$ cat src/rtl/rd_arbiter.sv
// Shares one memory read port among n_req requesters, with one transaction outstanding at a time.
// Macro RD_ARB_RR_EN selects round-robin arbitration; when it is undefined, arbitration is fixed priority (index 0 highest).
module rd_arbiter #(
   parameter int unsigned addr_w = 5,
   parameter int unsigned data_w = 32,
   parameter int unsigned n_req  = 2
) (
   input  logic                    Clk,
   input  logic                    nRst,
   input  logic [n_req*addr_w-1:0] ReqAddr,
   input  logic [n_req-1:0]        ReqEnable,
   output logic [data_w-1:0]       ReqData,
   output logic [n_req-1:0]        ReqValid,
   output logic [addr_w-1:0]       MemAddr,
   output logic                    MemEnable,
   input  logic [data_w-1:0]       MemData,
   input  logic                    MemValid,
   output logic [n_req-1:0]        Grant,
   output logic                    Busy
);

   localparam int unsigned IDX_W = (n_req > 1) ? $clog2(n_req) : 1;

   typedef enum logic {
      S_IDLE = 1'b0,
      S_BUSY = 1'b1
   } state_t;

   state_t              r_state, w_state_nxt;
   logic [n_req-1:0]    r_grant, w_grant_nxt, w_win_oh;
   logic                r_mem_en, w_mem_en_nxt, w_found;
   logic [addr_w-1:0]   r_mem_addr, w_mem_addr_nxt, w_win_addr;
`ifdef RD_ARB_RR_EN
   logic [IDX_W-1:0]    r_ptr, w_ptr_nxt, w_win_idx;
`endif

   // Winner select: an optional round-robin pass above the pointer, then a lowest-index pass.
   always_comb begin : win_sel
      w_found  = 1'b0;
      w_win_oh = '0;
`ifdef RD_ARB_RR_EN
      w_win_idx = '0;
      for (int unsigned i = 0; i < n_req; i++) begin
         if (!w_found && ReqEnable[i] && (IDX_W'(i) > r_ptr)) begin
            w_found     = 1'b1;
            w_win_oh[i] = 1'b1;
            w_win_idx   = IDX_W'(i);
         end
      end
`endif
      for (int unsigned i = 0; i < n_req; i++) begin
         if (!w_found && ReqEnable[i]) begin
            w_found     = 1'b1;
            w_win_oh[i] = 1'b1;
`ifdef RD_ARB_RR_EN
            w_win_idx   = IDX_W'(i);
`endif
         end
      end
   end

   // One-hot address mux driven by the winner.
   always_comb begin : addr_sel
      w_win_addr = '0;
      for (int unsigned i = 0; i < n_req; i++) begin
         w_win_addr = w_win_addr | (ReqAddr[i*addr_w +: addr_w] & {addr_w{w_win_oh[i]}});
      end
   end

   always_comb begin : fsm_nxt
      w_state_nxt    = r_state;
      w_grant_nxt    = r_grant;
      w_mem_en_nxt   = r_mem_en;
      w_mem_addr_nxt = r_mem_addr;
`ifdef RD_ARB_RR_EN
      w_ptr_nxt      = r_ptr;
`endif
      case (r_state)
         S_IDLE: begin
            if (w_found) begin
               w_state_nxt    = S_BUSY;
               w_grant_nxt    = w_win_oh;
               w_mem_en_nxt   = 1'b1;
               w_mem_addr_nxt = w_win_addr;
`ifdef RD_ARB_RR_EN
               w_ptr_nxt      = w_win_idx;
`endif
            end else begin
               w_grant_nxt  = '0;
               w_mem_en_nxt = 1'b0;
            end
         end
         S_BUSY: begin
            if (MemValid) begin
               w_state_nxt  = S_IDLE;
               w_grant_nxt  = '0;
               w_mem_en_nxt = 1'b0;
            end
         end
         default: begin
            w_state_nxt  = S_IDLE;
            w_grant_nxt  = '0;
            w_mem_en_nxt = 1'b0;
         end
      endcase
   end

   always_ff @(posedge Clk or negedge nRst) begin : fsm_reg
      if (!nRst) begin
         r_state    <= S_IDLE;
         r_grant    <= '0;
         r_mem_en   <= 1'b0;
         r_mem_addr <= '0;
`ifdef RD_ARB_RR_EN
         r_ptr      <= IDX_W'(n_req - 1);
`endif
      end else begin
         r_state    <= w_state_nxt;
         r_grant    <= w_grant_nxt;
         r_mem_en   <= w_mem_en_nxt;
         r_mem_addr <= w_mem_addr_nxt;
`ifdef RD_ARB_RR_EN
         r_ptr      <= w_ptr_nxt;
`endif
      end
   end

   // Responses route straight through; a MemValid arriving while idle is dropped.
   assign Busy      = (r_state == S_BUSY);
   assign Grant     = r_grant;
   assign MemEnable = r_mem_en;
   assign MemAddr   = r_mem_addr;
   assign ReqData   = MemData;
   assign ReqValid  = r_grant & {n_req{MemValid & Busy}};

endmodule

$ cat config.mk
export PLATFORM = sky130hd
export DESIGN_NAME = rd_arbiter
export DESIGN_NICKNAME = d
export VERILOG_FILES = /design/src/rtl/rd_arbiter.sv
export SDC_FILE = /design/constraint.sdc
export NUM_CORES = 1
export LEC_CHECK = 0
export CELL_PAD_IN_SITES_DETAIL_PLACEMENT = 0
export CELL_PAD_IN_SITES_GLOBAL_PLACEMENT = 1
export CORE_ASPECT_RATIO = 1.1
export CORE_MARGIN = 2
export CORE_UTILIZATION = 18
export CTS_CLUSTER_DIAMETER = 60
export CTS_CLUSTER_SIZE = 10
export DETAILED_ROUTE_END_ITERATION = 12
export GPL_ROUTABILITY_DRIVEN = 0
export GPL_TIMING_DRIVEN = 0
export PLACE_DENSITY_LB_ADDON = 0.1
export SYNTH_ARGS = -nofsm -noshare
export SYNTH_HDL_FRONTEND = slang
export SYNTH_SLANG_ARGS = --single-unit
$ cat constraint.sdc
create_clock -name Clk -period 2.6 [get_ports Clk]
set_clock_uncertainty 0.2 [all_clocks]
set_input_delay 0.52 -clock Clk [delete_from_list [all_inputs] [get_ports Clk]]
set_output_delay 0.52 -clock Clk [all_outputs]
set_load 0.02 [all_outputs]
==> impl_metrics.toml <==
[sta]
finalCritPeriodShare_pct = 89.33
fin_crit_ns = 2.322
max_slew_margin_pct = 70.73
rsz0062_at_grt = "no"
hold_ws_ns = 0.3322
final_hold_viol_count = 0
setup-violations-final = 0
tightest_slew_ns = 0.4376
max_freq_mhz = 430.6
drv_slew = 0
final.setup.worst_slack_ns = 0.2775
fin_setup_tns_ns = 0

[synthesis]
ys.warnings.count = 0
ys_seq_elements = 9
avgSynthCellArea_sq_um = 9.657
synthDistinctLibCells = 19
seq_area_frac_synth_pct = 29.90
syn_inst = 78
synth_nets = 125
netlist_area_sq_um = 753.2

[floorplanning]
io_pins = 90
die_h_um = 71.85
die_area_sq_mm = 0.004718
start_util_pct = 18.86
row_count = 24
die_w_um = 65.68
core_area_sq_mm = 0.003994

[setup_path]
crit_type = "input port to output pin"
slowest_stage = "clkdlybuf4s50_1"
critical_path_arrival_ns = 1.60
start_kind = "input port"
crit_family = "buffers and inverters"
crit_fanout = 6
setup.worst_path.end_class = "output pin"
crit_buf_inv = 2
crit_chain = "clkdlybuf4s50_1 -> and3_1 -> dlygate4sd2_1"
critPathRequiredTime_ns = 1.88
critPathMaxStageDelay_ns = 0.55

[worst_hold_path]
hp-class = "flop to flop"

[layout]
drive_gt1_share_pct = 36.69
syn2layout_area_growth_pct = 90.53
fin_util_pct = 35.93
finalNonFillerCells = 191
diodes = 0
fillers = 425
nets = 187

[cts]
root_buffer = "clkbuf_8"
clk_pin_slew_ns = 0.05
h-tree-depth = 1
clock_latency_ns = 0.23
post_cts_buffers = 0
clock_sinks = 9
cts_buffers = 3
cts_tree = "built"
clockBufferDepth = 2

[drt]
drcViolationCount = 0
first_pass_iters = 4
routed-via-count = 725
routed_wl_mm = 2.122
ant_nets = 0
drtIter0Drc = 5
routed_via_density = 3.796
wl_per_cell_um = 11.11

[global_route]
grt_max_degree = 11
gr-total-overflow = 0
antenna_found_initial = 0
grt_pass1_vias = 729
grt_pass1_wl_mm = 3.187
grt_usage_pct = 8.558

[run_status]
outcome = "complete, no violations"

[placed_design]
placed_cells_incl_taps = 187
place_hpwl_mm = 1.789
dp_slack_ns = -0.002408
io_buffers = 57

[pwr]
p_per_area_mw_per_mm2 = 471.2
ir_drop_mv = 0.2923
power_leakage_nw = 0.6293

[job]
drv_cap = 0
Yosys cell counts:
cell      count  area [sq um]
a211oi_2      5         62.56
a21oi_1       2         10.01
and2b_2       1         8.760
and3_1        2         12.51
buf_2         1         5.000
buf_4        33         247.7
buf_6         1         11.26
dfrtp_1       9         225.2
inv_1         1         3.750
nand2_1       1         3.750
nand2b_1      1         6.260
nand3b_1      2         15.01
nor2_1        5         18.77
nor2_2        1         6.260
nor2b_1       5         31.28
o21ai_1       1         5.000
o22ai_2       5         62.56
or2_1         1         6.260
or2b_4        1         11.26
worst paths after layout:
check                         start          end  slack, ns  cells past startpoint
max                        MemValid  ReqValid[0]       0.28                      3
min                        Grant[0]     Grant[0]       0.33                      2
max reg2reg                    Busy   MemAddr[1]       1.26                      4
min reg2reg                Grant[0]     Grant[0]       0.33                      2
max in group asynchronous      nRst    MemEnable       1.50                      1
min in group asynchronous      nRst   MemAddr[4]       0.40                      1
layout by cell type, fill, tap and decap left out:
cell type and instances:
clkbuf_8 3, clkbuf_1 1, dlygate4sd2_1 1, nand2_1 1, or2_1 1, or2b_4 1
dfrtp_1 9, nor2_1 5, buf_4 33, buf_2 1, nor2_2 1, nand2b_1 1
o21ai_1 1, nand3b_1 2, a21oi_1 2, o22ai_2 5, clkdlybuf4s50_1 55, and2b_2 1
and3_1 2, buf_6 1, a211oi_2 5, nor2b_1 5, dlymetal6s2s_1 1, inv_1 1
worst reg2reg max path: cells and delay by family, from the launching register on:
family	cells	cell delay [ns]
flops	1	0.38
buf+inv	1	0.14
compound gates	2	0.19
simple gates	1	0.30
what timing repair did:
| action | CTS | global route |
|---|---|---|
| gates resized for setup | 1 | 1 |
| hold buffers | 0 | 0 |
| setup endpoints to repair | 1 | 1 |
sequential cells by signal, indices dropped and copies added (netlist names):
| name | flops |
|---|---|
| MemAddr | 5 |
| Grant | 2 |
| MemEnable | 1 |
| Busy | 1 |
kinds of logic after synthesis:
group / count (synthesis) / synth area share [%]
AO/OA/AOI/OAI: 13 / 18.60
buffers and inverters: 36 / 35.55
flip-flops: 9 / 29.90
AND/OR/NAND/NOR: 20 / 15.95
cell type report:
type	count	area, sq um	share of cell area [%]
Timing Repair Buffer	57	571.8	39.84
Buffer	35	264.0	18.40
Multi-Input combinational cell	33	260.3	18.13
Sequential cell	9	225.2	15.69
Tap cell	52	65.06	4.534
Clock buffer	4	45.04	3.139
Inverter	1	3.754	0.2616
per-layer routing:
| layer | share of wire [%] | track usage, % |
|---|---|---|
| met1 | 34 | 8.872 |
| met2 | 55 | 15.60 |
| met3 | 10 | 3.768 |
| met4 | 0.57 | 2.083 |
| met5 | 0 | 0 |
through the flow:
| stage | instance area, sq um | power, W |
|---|---|---|
| global route | 1435 | 0.0007130 |
| detailed placement | 1389 | 0.0005208 |
| floorplan | 753.2 | 0.0003712 |
| finish | 1435 | 0.0006762 |
| global placement | 1389 | 0.0005174 |
| CTS | 1433 | 0.0006856 |
report_power, final:
| group | internal (W) | switching (W) |
|---|---|---|
| Sequential | 0.000168 | 0.0000237 |
| Clock | 0.000107 | 0.0000565 |
| Combinational | 0.000180 | 0.000141 |
(Power assumes the default switching activity.)
